<file path="src/rtl/csi_capture_pkg.sv">
// Shared types and constants for the CSI frame-capture sequencer.
package csi_capture_pkg;

  typedef enum logic [1:0] {
    StIdle,
    StArmed,
    StCapture,
    StDone
  } capture_state_t;

  localparam int unsigned ERR_LINES        = 0;
  localparam int unsigned ERR_OVERFLOW     = 1;
  localparam int unsigned ERR_NO_FRAME_END = 2;

endpackage

</file>
<file path="src/rtl/csi_capture_if.sv">
// Receiver, control and frame-buffer signals of the capture controller.
// frame_timestamp exists only when CSI_CAPTURE_TIMESTAMP_EN is defined.
interface csi_capture_if #(
  parameter int unsigned ADDRESS_WIDTH = 16,
  parameter int unsigned LINE_WIDTH    = 12
);
  logic                     interrupt;
  logic                     image_data_enable;
  logic                     frame_start;
  logic                     frame_end;
  logic                     line_start;
  logic                     line_end;
  logic [1:0]               virtual_channel;
  logic [31:0]              image_data;
  logic                     capture_request;
  logic                     continuous;
  logic                     abort;
  logic [1:0]               channel_select;
  logic [LINE_WIDTH-1:0]    expected_lines;
  logic                     error_clear;
  logic                     write_enable;
  logic [ADDRESS_WIDTH-1:0] write_address;
  logic [31:0]              write_data;
  logic                     busy;
  logic                     frame_done;
  logic [LINE_WIDTH-1:0]    line_count;
  logic [2:0]               error_status;
`ifdef CSI_CAPTURE_TIMESTAMP_EN
  logic [31:0]              frame_timestamp;
`endif

  modport master (
`ifdef CSI_CAPTURE_TIMESTAMP_EN
    input  frame_timestamp,
`endif
    output interrupt, image_data_enable, frame_start, frame_end, line_start, line_end,
    output virtual_channel, image_data, capture_request, continuous, abort,
    output channel_select, expected_lines, error_clear,
    input  write_enable, write_address, write_data, busy, frame_done, line_count,
    input  error_status
  );

  modport slave (
`ifdef CSI_CAPTURE_TIMESTAMP_EN
    output frame_timestamp,
`endif
    input  interrupt, image_data_enable, frame_start, frame_end, line_start, line_end,
    input  virtual_channel, image_data, capture_request, continuous, abort,
    input  channel_select, expected_lines, error_clear,
    output write_enable, write_address, write_data, busy, frame_done, line_count,
    output error_status
  );

endinterface

</file>
<file path="src/rtl/csi_event_decoder.sv">
// Qualifies receiver status against the selected virtual channel and emits
// one-hot strobes; packet type priority is frame start > frame end > line start > line end.
module csi_event_decoder (
  input  logic       interrupt_i,
  input  logic       image_data_enable_i,
  input  logic       frame_start_i,
  input  logic       frame_end_i,
  input  logic       line_start_i,
  input  logic       line_end_i,
  input  logic [1:0] virtual_channel_i,
  input  logic [1:0] channel_select_i,
  output logic       frame_start_o,
  output logic       frame_end_o,
  output logic       line_end_o,
  output logic       data_o
);

  logic vc_match;
  logic short_pkt;

  assign vc_match  = (virtual_channel_i == channel_select_i);
  assign short_pkt = interrupt_i && !image_data_enable_i && vc_match;

  assign frame_start_o = short_pkt && frame_start_i;
  assign frame_end_o   = short_pkt && !frame_start_i && frame_end_i;
  assign line_end_o    = short_pkt && !frame_start_i && !frame_end_i && !line_start_i &&
                         line_end_i;
  assign data_o        = image_data_enable_i && vc_match;

endmodule

</file>
<file path="src/rtl/csi_capture_controller.sv">
// Frame-capture sequencer: arms on request, captures one virtual channel into a
// frame buffer, counts lines and flags errors. Option: CSI_CAPTURE_TIMESTAMP_EN.
module csi_capture_controller
  import csi_capture_pkg::*;
#(
  parameter int unsigned ADDRESS_WIDTH = 16,
  parameter int unsigned LINE_WIDTH    = 12
) (
  input logic        clock_p,
  input logic        reset,
  csi_capture_if.slave bus
);

  localparam logic [ADDRESS_WIDTH-1:0] AddrOne = 1;
  localparam logic [LINE_WIDTH-1:0]    LineOne = 1;

  capture_state_t state_q, state_d;

  logic [ADDRESS_WIDTH-1:0] addr_q, addr_d;
  logic                     full_q, full_d;
  logic [LINE_WIDTH-1:0]    lines_q, lines_d;
  logic [2:0]               err_q, err_d;
  logic                     we_q, we_d;
  logic [ADDRESS_WIDTH-1:0] waddr_q;
  logic [31:0]              wdata_q;
  logic                     busy_q;
  logic                     done_q;

  logic ev_frame_start, ev_frame_end, ev_line_end, ev_data;

  csi_event_decoder u_decoder (
    .interrupt_i         (bus.interrupt),
    .image_data_enable_i (bus.image_data_enable),
    .frame_start_i       (bus.frame_start),
    .frame_end_i         (bus.frame_end),
    .line_start_i        (bus.line_start),
    .line_end_i          (bus.line_end),
    .virtual_channel_i   (bus.virtual_channel),
    .channel_select_i    (bus.channel_select),
    .frame_start_o       (ev_frame_start),
    .frame_end_o         (ev_frame_end),
    .line_end_o          (ev_line_end),
    .data_o              (ev_data)
  );

  always_comb begin
    state_d = state_q;
    addr_d  = addr_q;
    full_d  = full_q;
    lines_d = lines_q;
    we_d    = 1'b0;
    // Clear first so an error raised in the same cycle overrides it.
    err_d   = bus.error_clear ? 3'b000 : err_q;

    case (state_q)
      StIdle: begin
        if (bus.capture_request) begin
          state_d = StArmed;
          err_d   = 3'b000;
        end
      end
      StArmed: begin
        if (ev_frame_start) begin
          state_d = StCapture;
          addr_d  = '0;
          full_d  = 1'b0;
          lines_d = '0;
        end
      end
      StCapture: begin
        if (ev_frame_start) begin
          err_d[ERR_NO_FRAME_END] = 1'b1;
          addr_d  = '0;
          full_d  = 1'b0;
          lines_d = '0;
        end else if (ev_frame_end) begin
          if (lines_q != bus.expected_lines) err_d[ERR_LINES] = 1'b1;
          state_d = StDone;
        end else if (ev_line_end) begin
          if (lines_q != '1) lines_d = lines_q + LineOne;
        end else if (ev_data) begin
          if (full_q) begin
            err_d[ERR_OVERFLOW] = 1'b1;
          end else begin
            we_d = 1'b1;
            // The last address is held rather than wrapped; full marks it used.
            if (addr_q == '1) full_d = 1'b1;
            else              addr_d = addr_q + AddrOne;
          end
        end
      end
      StDone: begin
        state_d = bus.continuous ? StArmed : StIdle;
      end
      default: state_d = StIdle;
    endcase

    if (bus.abort) begin
      state_d = StIdle;
      addr_d  = addr_q;
      full_d  = full_q;
      lines_d = lines_q;
      we_d    = 1'b0;
      err_d   = bus.error_clear ? 3'b000 : err_q;
    end
  end

  always_ff @(posedge clock_p or posedge reset) begin
    if (reset) begin
      state_q <= StIdle;
      addr_q  <= '0;
      full_q  <= 1'b0;
      lines_q <= '0;
      err_q   <= 3'b000;
      we_q    <= 1'b0;
      waddr_q <= '0;
      wdata_q <= '0;
      busy_q  <= 1'b0;
      done_q  <= 1'b0;
    end else begin
      state_q <= state_d;
      addr_q  <= addr_d;
      full_q  <= full_d;
      lines_q <= lines_d;
      err_q   <= err_d;
      we_q    <= we_d;
      busy_q  <= (state_d != StIdle);
      done_q  <= (state_d == StDone);
      if (we_d) begin
        waddr_q <= addr_q;
        wdata_q <= bus.image_data;
      end
    end
  end

  assign bus.write_enable  = we_q;
  assign bus.write_address = waddr_q;
  assign bus.write_data    = wdata_q;
  assign bus.busy          = busy_q;
  assign bus.frame_done    = done_q;
  assign bus.line_count    = lines_q;
  assign bus.error_status  = err_q;

`ifdef CSI_CAPTURE_TIMESTAMP_EN
  logic [31:0] ts_cnt_q;
  logic [31:0] ts_q;
  logic        fs_accept;

  assign fs_accept = ev_frame_start && !bus.abort &&
                     ((state_q == StArmed) || (state_q == StCapture));

  always_ff @(posedge clock_p or posedge reset) begin
    if (reset) begin
      ts_cnt_q <= '0;
      ts_q     <= '0;
    end else begin
      ts_cnt_q <= ts_cnt_q + 32'd1;
      if (fs_accept) ts_q <= ts_cnt_q;
    end
  end

  assign bus.frame_timestamp = ts_q;
`endif

endmodule

</file>
<file path="src/flat_wrapper.sv">
// flat-port wrapper written by rule: the top's interface ports become plain ports
module csi_capture_controller_flat import csi_capture_pkg::*;
#(
  parameter int unsigned ADDRESS_WIDTH = 16,
  parameter int unsigned LINE_WIDTH    = 12
)
  (clock_p, reset, bus_interrupt, bus_image_data_enable, bus_frame_start, bus_frame_end, bus_line_start, bus_line_end, bus_virtual_channel, bus_image_data, bus_capture_request, bus_continuous, bus_abort, bus_channel_select, bus_expected_lines, bus_error_clear, bus_write_enable, bus_write_address, bus_write_data, bus_busy, bus_frame_done, bus_line_count, bus_error_status);
  csi_capture_if #(.ADDRESS_WIDTH(ADDRESS_WIDTH), .LINE_WIDTH(LINE_WIDTH)) bus_i ();
  input logic clock_p;
  input logic reset;
  input wire logic [$bits(bus_i.interrupt)-1:0] bus_interrupt;
  input wire logic [$bits(bus_i.image_data_enable)-1:0] bus_image_data_enable;
  input wire logic [$bits(bus_i.frame_start)-1:0] bus_frame_start;
  input wire logic [$bits(bus_i.frame_end)-1:0] bus_frame_end;
  input wire logic [$bits(bus_i.line_start)-1:0] bus_line_start;
  input wire logic [$bits(bus_i.line_end)-1:0] bus_line_end;
  input wire logic [$bits(bus_i.virtual_channel)-1:0] bus_virtual_channel;
  input wire logic [$bits(bus_i.image_data)-1:0] bus_image_data;
  input wire logic [$bits(bus_i.capture_request)-1:0] bus_capture_request;
  input wire logic [$bits(bus_i.continuous)-1:0] bus_continuous;
  input wire logic [$bits(bus_i.abort)-1:0] bus_abort;
  input wire logic [$bits(bus_i.channel_select)-1:0] bus_channel_select;
  input wire logic [$bits(bus_i.expected_lines)-1:0] bus_expected_lines;
  input wire logic [$bits(bus_i.error_clear)-1:0] bus_error_clear;
  output wire logic [$bits(bus_i.write_enable)-1:0] bus_write_enable;
  output wire logic [$bits(bus_i.write_address)-1:0] bus_write_address;
  output wire logic [$bits(bus_i.write_data)-1:0] bus_write_data;
  output wire logic [$bits(bus_i.busy)-1:0] bus_busy;
  output wire logic [$bits(bus_i.frame_done)-1:0] bus_frame_done;
  output wire logic [$bits(bus_i.line_count)-1:0] bus_line_count;
  output wire logic [$bits(bus_i.error_status)-1:0] bus_error_status;
  assign bus_i.interrupt = bus_interrupt;
  assign bus_i.image_data_enable = bus_image_data_enable;
  assign bus_i.frame_start = bus_frame_start;
  assign bus_i.frame_end = bus_frame_end;
  assign bus_i.line_start = bus_line_start;
  assign bus_i.line_end = bus_line_end;
  assign bus_i.virtual_channel = bus_virtual_channel;
  assign bus_i.image_data = bus_image_data;
  assign bus_i.capture_request = bus_capture_request;
  assign bus_i.continuous = bus_continuous;
  assign bus_i.abort = bus_abort;
  assign bus_i.channel_select = bus_channel_select;
  assign bus_i.expected_lines = bus_expected_lines;
  assign bus_i.error_clear = bus_error_clear;
  assign bus_write_enable = bus_i.write_enable;
  assign bus_write_address = bus_i.write_address;
  assign bus_write_data = bus_i.write_data;
  assign bus_busy = bus_i.busy;
  assign bus_frame_done = bus_i.frame_done;
  assign bus_line_count = bus_i.line_count;
  assign bus_error_status = bus_i.error_status;
  csi_capture_controller #(.ADDRESS_WIDTH(ADDRESS_WIDTH), .LINE_WIDTH(LINE_WIDTH)) u_core (.clock_p(clock_p), .reset(reset), .bus(bus_i));
endmodule
</file>
<file path="config.mk">
export PLATFORM = sky130hd
export DESIGN_NAME = csi_capture_controller_flat
export DESIGN_NICKNAME = d
export VERILOG_FILES = /design/src/rtl/csi_capture_pkg.sv /design/src/rtl/csi_capture_if.sv /design/src/rtl/csi_event_decoder.sv /design/src/rtl/csi_capture_controller.sv /design/src/flat_wrapper.sv
export SDC_FILE = /design/constraint.sdc
export NUM_CORES = 1
export LEC_CHECK = 0
export ABC_CLOCK_PERIOD_IN_PS = 4000
export CAP_MARGIN = 15
export CORE_MARGIN = 1.5
export CORE_UTILIZATION = 48
export DETAILED_ROUTE_END_ITERATION = 12
export GPL_ROUTABILITY_DRIVEN = 0
export PLACE_DENSITY = 0.81
export SKIP_CTS_REPAIR_TIMING = 1
export SLEW_MARGIN = 20
export SYNTH_ARGS = -nofsm -noshare
export SYNTH_HDL_FRONTEND = slang
export SYNTH_SLANG_ARGS = --single-unit
</file>
<file path="constraint.sdc">
create_clock -name clock_p -period 4 [get_ports clock_p]
set_clock_uncertainty 0.05 [all_clocks]
set_input_delay 0.8 -clock clock_p [delete_from_list [all_inputs] [get_ports clock_p]]
set_output_delay 0.8 -clock clock_p [all_outputs]
set_load 0.02 [all_outputs]
</file>
Word-level counts from Yosys, hierarchy flattened
Cells that the tools add are included.

word-level totals
  bits in registers = 85
  latch bits = 0
  bits in writable memories = 0
  ROM bits = 0
  output and inout port bits = 66
  word-level logic and storage cells = 96
  memories kept = 0

cells by class
  add/sub/neg operators = 2
  multiply operators = 0
  div/mod/pow operators = 0
  $lt $le $gt $ge = 0
  equal/unequal tests = 16
  shifts and indexed selects = 0
  muxes and demuxes = 48
  bitwise logic cells = 1
  reduce and logical (&&, ||, !) cells = 19

operator list
  kind                                                              number
  16-bit two-way mux                                                7
  12-bit two-way mux                                                5
  16-bit case mux with 2 select lines                               1
  12-bit case mux with 2 select lines                               1
  1-bit two-way mux                                                 22
  16-bit by 1-bit adder with 16-bit output (second input constant)  1
  16-bit == test (second input constant)                            1
  12-bit by 1-bit adder with 12-bit output (second input constant)  1
  2-bit two-way mux                                                 6
  12-bit != test                                                    1
  12-bit != test (second input constant)                            1
  6-bit AND reduction                                               2
  1-bit logical AND                                                 9
  3-bit two-way mux                                                 3
  3-bit by 1-bit != test with 1-bit output (second input constant)  3
  3-bit by 2-bit != test with 1-bit output (second input constant)  3
  2-bit case mux with 4 select lines                                1
  8-bit AND reduction                                               1
  2-bit == test (second input constant)                             3
  3-bit case mux with 2 select lines                                1
  1-bit logical NOT                                                 4
  2-bit nonzero test                                                2
  3-bit != test (second input constant)                             1
  2-bit by 1-bit == test with 1-bit output (second input constant)  1
  other kinds (5)                                                   5

Depth between registers and ports, before layout
  word-level depth = 12
  depth in mapped cells = 9
  gate-level depth less buffers = 7

Modules after synthesis
Synthesis repeated with hierarchy kept, for this count alone.

unflattened totals
  cell total of the unflattened synthesis = 352
  area total of the unflattened synthesis = 4,101.4 um^2

modules (own cells, without submodules)
  module                  times used  cells each  area each (um^2)
  csi_capture_controller  1           342         4,035.1
  csi_event_decoder       1           10          66.3

Worst setup path before layout
OpenSTA, ideal clock, no wires.

  path kind = input to register
  from = input bus_channel_select[1]
  to = register u_core.addr_q[6]
  setup time = 136 ps
  arrival time = 2,364 ps
  data required time = 3,814 ps
  slack = 1,449 ps
  stages on the path = 8
  buffers on the path = 3
  path through = xor2_2 or3_1 buf_2 a21o_1 buf_6 buf_2 o41ai_1 a21oi_1

between the ends
  cells in the longest elaborated chain, start to end = 8
  elaborated cells between the ends (all ways) = 18
  those cells by class = 7 x eq/ne; 2 x mux; 9 x reduce/logical

RTL lines
  what                                                       RTL line                                          source
  start, declared                                            flat_wrapper.sv:22                                input wire logic [$bits(bus_i.channel_select)-1:0] bus_channel_select;
  2-bit == test (*)                                          csi_event_decoder.sv:21                           assign vc_match = (virtual_channel_i == channel_select_i);
  1-bit logical AND                                          csi_event_decoder.sv:22                           assign short_pkt = interrupt_i && !image_data_enable_i && vc_match;
  1-bit logical AND                                          csi_event_decoder.sv:25, csi_event_decoder.sv:26
  1-bit logical AND (3 in series)                            csi_event_decoder.sv:26                           assign line_end_o = short_pkt && !frame_start_i && !frame_end_i && !line_start_i &&
  3-bit by 2-bit != test with 1-bit output (no source line)  --
  8-bit AND reduction (no source line)                       --
  end signal, assigned                                       csi_capture_controller.sv:122                     addr_q <= addr_d;
  end, declared                                              csi_capture_controller.sv:19                      logic [ADDRESS_WIDTH-1:0] addr_q, addr_d;

Mark *: on every way between the ends. The rest lies on a longest branch, timed or not.
A chain may end at the register's enable or synchronous reset.

Final worst setup path
  from = input bus_channel_select[0]
  to = register u_core.wdata_q[25], in the netlist u_core.bus.write_data[25]

between the ends
  cells in the longest elaborated chain, start to end = 11
  elaborated cells between the ends (all ways) = 15
  those cells by class = 1 x eq/ne; 6 x mux; 8 x reduce/logical

RTL lines
  what                             RTL line                                          source
  2-bit == test (*)                csi_event_decoder.sv:21
  1-bit logical AND                csi_event_decoder.sv:22
  1-bit logical AND                csi_event_decoder.sv:25, csi_event_decoder.sv:26
  1-bit logical AND (3 in series)  csi_event_decoder.sv:26
  1-bit two-way mux                csi_capture_controller.sv:79                      end else if (ev_line_end) begin
  1-bit two-way mux                csi_capture_controller.sv:76                      end else if (ev_frame_end) begin
  1-bit two-way mux (*)            csi_capture_controller.sv:71                      if (ev_frame_start) begin
  1-bit two-way mux (*)            csi_capture_controller.sv:55                      case (state_q)
  1-bit two-way mux (*)            csi_capture_controller.sv:98                      if (bus.abort) begin
  end signal, assigned             csi_capture_controller.sv:131                     wdata_q <= bus.image_data;
  end, declared                    csi_capture_controller.sv:25                      logic [31:0] wdata_q;

Marks and branches as above.

==> impl_metrics.yaml <==
global_routing:
  grt_pass1_wl_um: 17000
  grt_use_total_pct: 22.2
  grt_pass1_vias: 3464
  grt_start_max_net_pins: 50
  antenna_found_initial: 0
  grt_overflow: 0
synth:
  ys.flop_type: "dfrtp_1"
  syn_area_um2: 4250
  synthMuxAreaShare_pct: 15.2
  synthSimpleGateAreaFrac_pct: 14.9
  yosys-top-cells-area: "dfrtp_1 (50%), mux2_2 (11%), mux2_4 (3.2%)"
  synthXorXnorAreaFrac_pct: 3.65
  synthCells: 360
  syn_area_per_cell_um2: 11.8
  synth_compound_area_share_pct: 10.9
  synthAdderAreaFrac_pct: 2.06
  synth_nets: 427
  yosysWarnings: 0
  ys_ff_latch: 85
  synth_edf_count: 0
  yosysSeqAreaShare_pct: 50.1
  synth_cell_types: 52
  synth_top_area_share_pct: 50.1
  synth_top_family_by_area: "multiplexers"
  yosysTopAreaCell: "dfrtp_1"
  async_flop_share_pct: 100
worst_setup_path:
  crit_cells: 6
  crit_path_end_kind: "register"
  path_delay_family: "buffers and inverters"
  crit_fanout: 49
  worstSetupStartpointType: "primary input"
  worstSetupPathType: "primary input to register"
  r2r_cells: 6
  max_stage_delay_ns: 0.62
  critPathArrivalTime_ns: 3.15
  cp.buffers_inverters: 2
  cp_slowest_cell: "or4_2"
  crit_chain: "clkdlybuf4s50_1 > xor2_2 > o31ai_1 > or4_2 > buf_4 > mux2_2"
  cp_data_required_time_ns: 4.18
cells_and_area:
  finish.net_count: 551
  fin_util_pct: 66.9
  drive_gt1_share_pct: 16.2
  syn_to_final_growth_pct: 36.0
  fill_cells: 663
  antenna_cells: 0
flow_run:
  maxCapViolations: 0
sta:
  slew_violations: 0
  hold_viol_final: 0
  fin_ws_ns: 1.02
  relSlewSlack_pct: 43.2
  tightest_slew_ns: 0.842
  setup_viol: 0
  timing.fmax_ghz: 0.336
  min_period_over_period_pct: 74.4
  rsz0062_at_grt: "false"
  fin_tns_setup_ns: 0
  finalCriticalPeriod_ns: 2.98
floorplan:
  die_x_um: 97.1
  core_area_um2: 8640
  pin_count: 126
  start_util_pct: 49.2
  die_y_um: 97.1
  rows: 34
  die_area_um2: 9420
route:
  dr_wl_met2_um: 5080
  top_layer: "met4"
  route.met3.wl_um: 388
  ant_nets: 0
  routed_wl_um: 9970
  drtIter0Drc: 190
  met1_length_um: 4320
  drc: 0
  firstDrtPassIters: 5
  via_per_inst: 5.67
  vias: 3385
  wire_per_inst_um: 16.7
clock_tree:
  clockRootBuffer: "clkbuf_8"
  clock_sinks: 85
  cts_buffer_depth: 2
  cts_tree: "built"
  cts_buffers: 9
  clock_latency_ns: 0.35
  cts_htree_levels: 3
  path_clk_slew_ns: 0.09
worst_hold_path:
  hp-class: "register to register"
  hold_depth: 2
power_and_ir_drop:
  leakagePower_nw: 2.51
  cellPowerDensity_nw_per_um2: 302
  vdd_ir_drop_max_uv: 146
placement:
  dp_slack_ns: 0.678
  place_hpwl_um: 7290
  io_buffer_count: 125
run_status:
  outcome: "completed"
==> cell usage in the layout (no fill, tap or decap), types with 3 or more instances in the layout <==
| cell type | Yosys | final |
|---|---|---|
| o21a_1 | 4 | 4 |
| a21o_1 | 3 | 3 |
| o21ai_0 | 7 | 7 |
| nor2b_1 | 3 | 3 |
| inv_6 | 0 | 3 |
| ha_1 | 7 | 7 |
| a32o_1 | 3 | 3 |
| clkdlybuf4s50_1 | 0 | 125 |
| a211oi_1 | 3 | 3 |
| nor4_1 | 6 | 6 |
| nand2_1 | 16 | 16 |
| and4_1 | 6 | 6 |
| clkbuf_8 | 0 | 9 |
| or4_1 | 7 | 6 |
| mux2_2 | 40 | 40 |
| dfrtp_1 | 85 | 85 |
| nand2b_1 | 7 | 7 |
| mux2i_1 | 6 | 6 |
| a21oi_1 | 17 | 17 |
| mux2_4 | 9 | 9 |
| nand3_1 | 17 | 17 |
| or3_1 | 3 | 3 |
| xnor2_1 | 14 | 14 |
| nor2_1 | 12 | 12 |
| o31ai_1 | 9 | 9 |
| o41ai_1 | 6 | 6 |
| nand4_1 | 9 | 9 |
| inv_1 | 9 | 8 |
| or4b_1 | 5 | 5 |
| buf_4 | 0 | 5 |
==> routing by layer <==
metal  vias to the layer above  GRT usage [%]
met4                         0           8.25
met1                      1676           29.1
met2                       102           37.1
met5                         -              0
met3                        17           3.96
li1                       1590              -
==> tightest hold or removal path, delay by kind of cell, from the launching register on <==
| family | cells | cell delay, ns |
|---|---|---|
| flops | 1 | 0.35 |
| simple gates | 1 | 0.05 |
| compound gates | 1 | 0.06 |
==> synth_stat cells (4+ instances only) <==
library cell / number
nand4_1: 9
nor2_1: 12
nand2_1: 16
or4_1: 7
mux2_2: 40
clkbuf_1: 6
nand3_1: 17
mux2i_1: 6
mux2_4: 9
o31ai_1: 9
a21oi_1: 17
nor4_1: 6
nand2b_1: 7
xnor2_1: 14
buf_2: 7
dfrtp_1: 85
o41ai_1: 6
or4b_1: 5
buf_6: 4
ha_1: 7
o21ai_0: 7
and4_1: 6
o21a_1: 4
inv_1: 9
==> per-stage QoR <==
step,power (W),std cells,hold WS [ns],instance area (µm²)
floorplan,0.00102,360,0.461,4250
global placement,0.00113,581,0.421,5570
detailed placement,0.00113,581,0.426,5570
CTS,0.00176,597,0.448,5780
global route,0.00182,597,0.476,5780
finish,0.00174,597,0.441,5780
==> path summary, 6_finish.rpt <==
path,startpoint,to,slack (ns)
hold reg to reg,u_core.bus.error_status[0],u_core.bus.error_status[0],0.44
setup / recovery,bus_channel_select[0],u_core.bus.write_data[25],1.02
hold / removal,u_core.bus.error_status[0],u_core.bus.error_status[0],0.44
max in group asynchronous,reset,u_core.bus.write_data[7],2.31
setup reg to reg,u_core.addr_q[0],u_core.addr_q[0],1.36
min in group asynchronous,reset,u_core.bus.write_data[11],0.77
==> sequential cells by signal, indices dropped and copies added, names as in the netlist <==
| signal | flops |
|---|---|
| u_core.bus.frame_done | 1 |
| u_core.full_q | 1 |
| u_core.bus.line_count | 12 |
| u_core.addr_q | 16 |
| u_core.bus.write_enable | 1 |
| u_core.state_q | 2 |
| u_core.bus.write_data | 32 |
| u_core.bus.busy | 1 |
| u_core.bus.error_status | 3 |
| u_core.bus.write_address | 16 |
==> power breakdown <==
group	leakage, nW	internal [W]	total (W)	switching, W
registers	1.18	0.000872	0.000881	0.00000825
clock network	0.103	0.000299	0.000626	0.000328
logic	1.22	0.000115	0.000237	0.000122
total	2.51	0.00129	0.00174	0.000458
==> cell families (layout without fill, tap and decap cells) <==
group           count (synthesis)  count (layout)
mux                            55              55
flops                          85              85
buf+inv                        26             155
fa+ha+maj                       7               7
simple gates                  106             106
compound gates                 65              65
xor+xnor                       16              16
==> final cells by class <==
class                      count  area (µm²)  share of cell area (%)
clock buffer                   9         124                    2.14
clock inverter                 7        80.1                    1.39
tap                          108         135                    2.34
multi-input combinational    249        1990                    34.4
timing repair buffer         130        1290                    22.3
inverter                       9        35.0                   0.607
sequential                    85        2130                    36.8
No activity file was read; power rests on OpenSTA's default activity.
